`config.mk`:
```
export PLATFORM = sky130hd
export DESIGN_NAME = matrix_mult_ctrl_flat
export DESIGN_NICKNAME = d
export VERILOG_FILES = /design/src/rtl/matrix_mult_ctrl_if.sv /design/src/rtl/matrix_mult_ctrl.sv /design/src/flat_wrapper.sv
export SDC_FILE = /design/constraint.sdc
export NUM_CORES = 1
export LEC_CHECK = 0
export CAP_MARGIN = 20
export CORE_AREA = 2 2 179 181
export CTS_CLUSTER_SIZE = 28
export DETAILED_ROUTE_END_ITERATION = 10
export DIE_AREA = 0 0 181 183
export PLACE_DENSITY = 0.85
export SYNTH_ARGS = -nofsm -noshare
export SYNTH_HDL_FRONTEND = slang
export SYNTH_SLANG_ARGS = --single-unit
export TNS_END_PERCENT = 5
```
`constraint.sdc`:
```
create_clock -name clk -period 4.1 [get_ports clk]
set_clock_uncertainty 0.05 [all_clocks]
set_input_delay 0.41 -clock clk [delete_from_list [all_inputs] [get_ports clk]]
set_output_delay 0.41 -clock clk [all_outputs]
set_load 0.02 [all_outputs]
```
`src/rtl/matrix_mult_ctrl_if.sv`:
```
// Bundle of the start/busy/done handshake and the A/B read and C write memory ports.
// The master side belongs to the multiply sequencer, and the slave side to the surrounding memories/host.
interface matrix_mult_ctrl_if #(
    parameter int DATA_W = 32,
    parameter int ADDR_W = 4
);
    logic              start;
    logic              busy;
    logic              done;
    logic [ADDR_W-1:0] a_addr;
    logic [DATA_W-1:0] a_rdata;
    logic [ADDR_W-1:0] b_addr;
    logic [DATA_W-1:0] b_rdata;
    logic [ADDR_W-1:0] c_addr;
    logic [DATA_W-1:0] c_wdata;
    logic              c_we;

    modport master (
        input  start, a_rdata, b_rdata,
        output busy, done, a_addr, b_addr, c_addr, c_wdata, c_we
    );

    modport slave (
        output start, a_rdata, b_rdata,
        input  busy, done, a_addr, b_addr, c_addr, c_wdata, c_we
    );
endinterface

```
`src/rtl/matrix_mult_ctrl.sv`:
```
// Sequencer plus MAC computing C = A x B over row-major N x N memories with 1-cycle read latency.
// Define MATMUL_SATURATE_EN to make products and sums saturate to all-ones; by default they wrap mod 2^DATA_W.
module matrix_mult_ctrl #(
    parameter int N      = 4,
    parameter int DATA_W = 32,
    parameter int ADDR_W = 4
) (
    input  logic              clk,
    input  logic              rst,
    matrix_mult_ctrl_if.master bus
);

    localparam int CNT_W = $clog2(N + 1);
    localparam logic [CNT_W-1:0] K_LAST   = CNT_W'(N);
    localparam logic [CNT_W-1:0] IDX_LAST = CNT_W'(N - 1);

    typedef enum logic [1:0] {IDLE, RUN, WRITE, DONE} state_t;

    state_t            state;
    state_t            state_next;
    logic [CNT_W-1:0]  i;
    logic [CNT_W-1:0]  j;
    logic [CNT_W-1:0]  k;
    logic [CNT_W-1:0]  k_addr;
    logic [DATA_W-1:0] acc;
    logic [DATA_W-1:0] term;
    logic [DATA_W-1:0] sum;

    always_ff @(posedge clk or posedge rst) begin
        if (rst) begin
            state <= IDLE;
        end else begin
            state <= state_next;
        end
    end

    always_comb begin
        state_next = state;
        case (state)
            IDLE:    if (bus.start) state_next = RUN;
            RUN:     if (k == K_LAST) state_next = WRITE;
            WRITE:   state_next = (i == IDX_LAST && j == IDX_LAST) ? DONE : RUN;
            DONE:    state_next = IDLE;
            default: state_next = IDLE;
        endcase
    end

`ifdef MATMUL_SATURATE_EN
    logic [2*DATA_W-1:0] prod_wide;
    logic [DATA_W:0]     sum_wide;

    // An all-ones accumulator absorbs every later term, so saturation sticks for the element.
    always_comb begin
        prod_wide = {{DATA_W{1'b0}}, bus.a_rdata} * {{DATA_W{1'b0}}, bus.b_rdata};
        term      = (|prod_wide[2*DATA_W-1:DATA_W]) ? '1 : prod_wide[DATA_W-1:0];
        sum_wide  = {1'b0, acc} + {1'b0, term};
        sum       = sum_wide[DATA_W] ? '1 : sum_wide[DATA_W-1:0];
    end
`else
    always_comb begin
        term = bus.a_rdata * bus.b_rdata;
        sum  = acc + term;
    end
`endif

    // In RUN cycle k the read data belongs to the address issued at k-1, so accumulation lags by one.
    always_ff @(posedge clk or posedge rst) begin
        if (rst) begin
            i   <= '0;
            j   <= '0;
            k   <= '0;
            acc <= '0;
        end else begin
            case (state)
                IDLE: begin
                    if (bus.start) begin
                        i <= '0;
                        j <= '0;
                        k <= '0;
                    end
                end
                RUN: begin
                    if (k != '0) acc <= (k == CNT_W'(1)) ? term : sum;
                    if (k != K_LAST) k <= k + CNT_W'(1);
                end
                WRITE: begin
                    k <= '0;
                    if (j == IDX_LAST) begin
                        j <= '0;
                        i <= i + CNT_W'(1);
                    end else begin
                        j <= j + CNT_W'(1);
                    end
                end
                default: ;
            endcase
        end
    end

    always_comb begin
        k_addr      = (k == K_LAST) ? IDX_LAST : k;
        bus.busy    = 1'b0;
        bus.done    = 1'b0;
        bus.a_addr  = '0;
        bus.b_addr  = '0;
        bus.c_addr  = '0;
        bus.c_wdata = '0;
        bus.c_we    = 1'b0;
        case (state)
            RUN: begin
                bus.busy   = 1'b1;
                bus.a_addr = ADDR_W'(i) * ADDR_W'(N) + ADDR_W'(k_addr);
                bus.b_addr = ADDR_W'(k_addr) * ADDR_W'(N) + ADDR_W'(j);
            end
            WRITE: begin
                bus.busy    = 1'b1;
                bus.c_we    = 1'b1;
                bus.c_addr  = ADDR_W'(i) * ADDR_W'(N) + ADDR_W'(j);
                bus.c_wdata = acc;
            end
            DONE:    bus.done = 1'b1;
            default: ;
        endcase
    end

endmodule

```
`src/flat_wrapper.sv`:
```
// flat-port wrapper written by rule: the top's interface ports become plain ports
module matrix_mult_ctrl_flat 
#(
    parameter int N      = 4,
    parameter int DATA_W = 32,
    parameter int ADDR_W = 4
)
  (clk, rst, bus_start, bus_a_rdata, bus_b_rdata, bus_busy, bus_done, bus_a_addr, bus_b_addr, bus_c_addr, bus_c_wdata, bus_c_we);
  matrix_mult_ctrl_if #(.DATA_W(DATA_W), .ADDR_W(ADDR_W)) bus_i ();
  input  logic clk;
  input  logic rst;
  input wire logic [$bits(bus_i.start)-1:0] bus_start;
  input wire logic [$bits(bus_i.a_rdata)-1:0] bus_a_rdata;
  input wire logic [$bits(bus_i.b_rdata)-1:0] bus_b_rdata;
  output wire logic [$bits(bus_i.busy)-1:0] bus_busy;
  output wire logic [$bits(bus_i.done)-1:0] bus_done;
  output wire logic [$bits(bus_i.a_addr)-1:0] bus_a_addr;
  output wire logic [$bits(bus_i.b_addr)-1:0] bus_b_addr;
  output wire logic [$bits(bus_i.c_addr)-1:0] bus_c_addr;
  output wire logic [$bits(bus_i.c_wdata)-1:0] bus_c_wdata;
  output wire logic [$bits(bus_i.c_we)-1:0] bus_c_we;
  assign bus_i.start = bus_start;
  assign bus_i.a_rdata = bus_a_rdata;
  assign bus_i.b_rdata = bus_b_rdata;
  assign bus_busy = bus_i.busy;
  assign bus_done = bus_i.done;
  assign bus_a_addr = bus_i.a_addr;
  assign bus_b_addr = bus_i.b_addr;
  assign bus_c_addr = bus_i.c_addr;
  assign bus_c_wdata = bus_i.c_wdata;
  assign bus_c_we = bus_i.c_we;
  matrix_mult_ctrl #(.N(N), .DATA_W(DATA_W), .ADDR_W(ADDR_W)) u_core (.clk(clk), .rst(rst), .bus(bus_i));
endmodule
```
==> summary.txt, run 1 <==
Clocking
  – Worst-skew pair later-pin latency: 0.30 ns
  – H-tree levels: 2
  – Hold buffers post-CTS: 0
  – CTS Buf Count: 5
  – CTS Sinks: 43
  – Max Root-Sink Buffers: 2
  – Clock transition at path regs: 0.07 ns
  – Root Driver: clkbuf_16
  – TritonCTS clock tree: built

Synth
  – Post-synthesis cell count: 2252
  – Syn avg cell area: 8.78 µm²
  – Synthesized net count: 2897
  – Register area share after synthesis: 0.0544
  – Synth Warn #: 0
  – Primary FF master, synth: dfrtp_1
  – Asr flop ratio synth: 1.00
  – Post-synth EDFFs: 0
  – Post-synth top area cell: fa_1
  – Area of the mapped netlist: 19800 µm²
  – Synth unique cells: 63
  – Synth top area share: 0.414
  – Synth top area cells: fa_1 41%, ha_1 11%, and2_1 10%
  – Flops & latches, synth: 43

Routing
  – DR iter-0 viols: 1381
  – Met3 wire len: 4.13 mm
  – Routed WL: 61.4 mm
  – WL met1: 20.8 mm
  – Wire length on met2: 31.4 mm
  – Antenna Nets Post-Route: 0
  – Vias per cell: 5.82
  – DR WL/cell: 20.3 µm
  – Drt drc: 0
  – Vias: 17576
  – Top sig layer: met5
  – Drt first pass iters: 5

Run status
  – Status: finished, violations left
  – Failing checks: negative setup slack

Layout
  – Cell area after layout: 24700 µm²
  – Commonest non-fill, non-tap cell in the layout: inv_1
  – Final Core Density: 0.792
  – Final Non-Filler Cells: 3018
  – Share of layout cells above drive strength 1: 0.197
  – Nets@finish: 3260
  – Area growth syn-to-layout: 25.1%
  – Fill cell count: 1946
  – Most frequent cells in the layout: 414 x inv_1, 394 x fa_1, 310 x and2_1
  – ANT cells: 0

Global route
  – Gr ovfl total: 0
  – Largest net degree at the start of global routing: 46
  – Wire length of the first global-routing pass: 98.2 mm
  – Vias in the first global route: 19311
  – Initial antenna violation count: 1
  – Global router's overall resource usage: 0.381

Floorplan
  – Initial Util: 0.633
  – FP Rows: 65
  – IO Count: 114
  – Die area: 33100 µm²
  – Die Y: 183 µm
  – Core area: 31200 µm²
  – Chip width: 181 µm

Worst setup path
  – CP startpoint kind: input pin
  – Critical path fanouts, max: 5
  – Setup crit end kind: flip-flop
  – Slowest-stage cell, CP: fa_1
  – Crit path arrival time: 8.86 ns
  – Req. time, crit path: 4.24 ns
  – Max stage delay on crit path: 0.52 ns
  – R2r startpoint: u_core.acc[0]$_DFFE_PP0P_
  – Critical path class: input pin to flip-flop
  – Crit path launch: bus_a_rdata[7]

Placed design
  – Inst Count DP: 2967
  – Hpwl dp: 49.4 mm
  – Final GP Congestion: 0.951
  – IO Port Bufs: 113
  – Placed cell areas: 23400 µm²

Timing
  – Final setup vio count: 28
  – Tmin final: 8.73 ns
  – Final Max Slew Viols: 0
  – Actual slew at the worst max-slew pin: 0.809 ns
  – Final Hold Vio Count: 0
  – Fmax: 115 MHz
  – Period utilization: 2.13
  – Slew headroom: 0.458
  – RSZ-0062 raised after global routing: yes
  – Final WS setup: -4.63 ns
  – WHS: 0.466 ns

Min path
  – Min-delay src: u_core.acc[4]$_DFFE_PP0P_
  – Tightest Hold Check Type: flip-flop to flip-flop

Flow run
  – Max-cap violations: 0
## kinds of logic after synthesis
logic type | count (synthesis) | synth area share
and+or+nand+nor | 749 | 0.191
buffers and inverters | 531 | 0.101
DFF | 43 | 0.0544
xor gates and xnor gates | 115 | 0.0513
adders and majority gates | 578 | 0.521
muxes | 6 | 0.00310
AOI/OAI and AO/OA | 230 | 0.0776
## timing repair
| item | in CTS | in global routing |
|---|---|---|
| cloned | 4 | 0 |
| buffers inserted | 37 | 2 |
| gates resized for setup | 201 | 48 |
| pin swaps | 71 | 31 |
| setup endpoints to repair | 28 | 29 |
## synth_stat cells, drive strengths merged (3+ instances only)
cell type / n
a211o: 3
a211oi: 7
a21o: 27
a21oi: 75
a221o: 3
a221oi: 4
a22o: 4
a31oi: 14
and2: 321
and3: 5
buf: 9
clkbuf: 100
dfrtp: 43
fa: 409
ha: 169
inv: 422
mux2i: 5
nand2: 309
nand2b: 6
nand3: 9
nand4: 5
nor2: 49
nor2b: 8
nor3: 17
o21a: 12
o21ai: 45
o21bai: 11
o31a: 3
o31ai: 5
or3: 6
xnor2: 91
xor2: 24
## state kept, by name, summed over array words and instances (netlist names)
| register | count |
|---|---|
| u_core.acc | 32 |
| u_core.i | 3 |
| u_core.j | 3 |
| u_core.k | 3 |
| u_core.state | 2 |
## layout make-up
cell class	count	area [µm²]	area share
multi-input combinational	1678	17500	0.706
clock buffer	5	125	0.00506
sequential	43	1080	0.0435
tap	402	503	0.0203
clock inverter	3	43.8	0.00177
inverter	422	1580	0.0640
timing repair buffer	465	3950	0.160
## final timing paths
kind                       slack (ns)  cells past startpoint                    endpoint
setup / recovery                -4.63                     38  u_core.acc[29]$_DFFE_PP0P_
hold / removal                   0.47                      2   u_core.acc[4]$_DFFE_PP0P_
setup reg to reg                 0.93                     12  u_core.acc[30]$_DFFE_PP0P_
hold reg to reg                  0.47                      2   u_core.acc[4]$_DFFE_PP0P_
max in group asynchronous        3.06                      3  u_core.acc[25]$_DFFE_PP0P_
min in group asynchronous        0.51                      3     u_core.i[0]$_DFFE_PP0P_
## critical path: cells and delay by family
| family | cells | cell delay (ns) |
|---|---|---|
| buf+inv | 12 | 1.60 |
| xor+xnor | 2 | 0.37 |
| compound gates | 6 | 1.39 |
| fa+ha+maj | 10 | 4.07 |
| simple gates | 8 | 1.01 |
## through the flow
step / TNS (ns) / worst slack (ns)
final: -92.90 / -4.63
after CTS: -91.96 / -4.56
after global routing: -100.26 / -4.91
after floorplan: -77.65 / -4.29
after global placement: -108.67 / -5.10
after detailed placement: -111.84 / -5.30
## metal layers
layer | global-route usage | up-vias
met3 | 0.0467 | 322
met4 | 0.248 | 2
met5 | 0 | -
met1 | 0.430 | 8803
met2 | 0.686 | 912
li1 | - | 7537
Power of run 1 is not shown: default switching activity piles up to over one toggle a cycle in this logic, so the estimate is an artifact.
==> inputs of run 2 (changes only) <==
- CORE_AREA: 2 2 179 181 -> 2 2 188 190
- DIE_AREA: 0 0 181 183 -> 0 0 190 192
- PLACE_DENSITY: 0.85 -> 0.78
==> run 2 against run 1 <==
Net effect:
- the run still ends with negative setup slack left
- non-clock buffer count decreased by 32
- global-route usage fell by 5.6 points
- die area up 10%
- count of clock-buffer cells in the layout is the same
- wire length shrank 6.4%
- setup slack lost 0.14 ns
- sequential share of layout area increased by 0.053 points
- design area decreased by 1.2%
- register-to-register slack worse by 0.07 ns
==> summary.txt, run 2 (same netlist as run 1, synthesis figures left out) <==
Run status
  – Status: finished, violations left
  – Failing checks: negative setup slack

Clocking
  – Max Root-Sink Buffers: 2
  – Clock transition at path regs: 0.06 ns
  – CTS Sinks: 43
  – Root Driver: clkbuf_16
  – CTS Buf Count: 5
  – TritonCTS clock tree: built
  – H-tree levels: 2
  – Hold buffers post-CTS: 0
  – Worst-skew pair later-pin latency: 0.29 ns

Worst setup path
  – CP startpoint kind: input pin
  – Setup crit end kind: flip-flop
  – CP dominant cell by count: fa_1
  – Crit path arrival time: 8.99 ns
  – Critical path class: input pin to flip-flop
  – Max stage delay on crit path: 0.56 ns
  – Slowest-stage cell, CP: fa_1
  – Critical path fanouts, max: 8
  – Req. time, crit path: 4.23 ns

Timing
  – Final Hold Vio Count: 0
  – Final Max Slew Viols: 0
  – RSZ-0062 raised after global routing: yes
  – Slew headroom: 0.383
  – Final WS setup: -4.76 ns
  – Actual slew at the worst max-slew pin: 0.925 ns
  – Final setup vio count: 28
  – WHS: 0.474 ns
  – Fmax: 113 MHz
  – Tmin final: 8.86 ns
  – Period utilization: 2.16

Global route
  – Gr ovfl total: 0
  – Initial antenna violation count: 3
  – Global router's overall resource usage: 0.325
  – Largest net degree at the start of global routing: 46
  – Vias in the first global route: 18096
  – Wire length of the first global-routing pass: 92.1 mm

Placed design
  – Placed cell areas: 23600 µm²
  – Hpwl dp: 48.7 mm
  – IO Port Bufs: 113
  – Final GP Congestion: 0.979
  – Pre-CTS WS: -5.23 ns
  – Inst Count DP: 3025

Routing
  – DR iter-0 viols: 1233
  – Antenna Nets Post-Route: 0
  – DR WL/cell: 18.9 µm
  – Vias per cell: 5.52
  – Drt first pass iters: 5
  – Drt drc: 0
  – Routed WL: 57.4 mm
  – Vias: 16791

Min path
  – Tightest Hold Check Type: flip-flop to flip-flop

Floorplan
  – IO Count: 114
  – Die Y: 192 µm
  – Core area: 34300 µm²
  – Initial Util: 0.577
  – FP Rows: 68
  – Chip width: 190 µm
  – Die area: 36500 µm²

Layout
  – Max reg flops: 32
  – Nets@finish: 3228
  – Final Non-Filler Cells: 3042
  – Share of layout cells above drive strength 1: 0.168
  – Most frequent cells in the layout: 421 x inv_1, 404 x fa_1, 316 x and2_1
  – Commonest non-fill, non-tap cell in the layout: inv_1
  – Fill cell count: 2494
  – Area growth syn-to-layout: 23.6%
  – Cell area after layout: 24400 µm²
  – Register with the most flip-flops: u_core.acc

Flow run
  – Max-cap violations: 0
run 2: cell types whose count changed in the layout (fill, tap and decap cells not counted), sizes merged:
cell           delta
dlymetal6s2s      +4
diode             +3
clkdlybuf4s15    -10
dlygate4sd2       -1
clkdlybuf4s50    +14
buf              -37
clkbuf            -2
run 2: metrics by stage:
step,utilization,setup TNS [ns]
2_1_floorplan,-,-77.65
3_3_place_gp,0.687,-107.87
3_5_place_dp,0.687,-111.54
4_1_cts,0.702,-96.32
5_1_grt,0.713,-101.58
6_report,0.713,-94.93
run 2: worst paths after layout:
kind	from	end	slack (ns)	depth (start not counted)
max	bus_b_rdata[4]	u_core.acc[30]$_DFFE_PP0P_	-4.76	34
min	u_core.acc[3]$_DFFE_PP0P_	u_core.acc[3]$_DFFE_PP0P_	0.47	2
max reg2reg	u_core.acc[0]$_DFFE_PP0P_	u_core.acc[24]$_DFFE_PP0P_	0.86	14
min reg2reg	u_core.acc[3]$_DFFE_PP0P_	u_core.acc[3]$_DFFE_PP0P_	0.47	2
max in group asynchronous	rst	u_core.acc[20]$_DFFE_PP0P_	3.04	3
min in group asynchronous	rst	u_core.j[1]$_DFFE_PP0P_	0.54	3
run 2: layer usage:
layer	up-vias	GRT usage	part of all wire
li1	7468	-	-
met1	8442	0.389	0.37
met2	678	0.559	0.50
met3	203	0.0495	0.060
met4	0	0.193	0.072
met5	-	0	0
run 2: layout make-up:
type / count / area, µm² / share of cell area
Antenna cell: 3 / 7.51 / 0.000307
Clock buffer: 5 / 125 / 0.00512
Clock inverter: 3 / 43.8 / 0.00179
Inverter: 422 / 1580 / 0.0648
Multi-Input combinational cell: 1678 / 17300 / 0.710
Sequential cell: 43 / 1080 / 0.0440
Tap cell: 455 / 569 / 0.0233
Timing Repair Buffer: 433 / 3690 / 0.151
run 2: worst max-delay path, delay by kind of cell:
family                   cells  cell delay (ns)
AO/OA/AOI/OAI               10             1.87
AND/OR/NAND/NOR              5             0.83
buffers and inverters        7             1.09
adder cells (fa/ha/maj)     10             4.51
XOR/XNOR                     2             0.27
run 2: repair_timing:
action,CTS,global route
pin swaps,27,17
endpoints found under the setup margin,29,28
gates resized for setup,66,65
setup buffers,4,1
hold endpoints to repair,0,0
Power of run 2 is left out for the same reason.
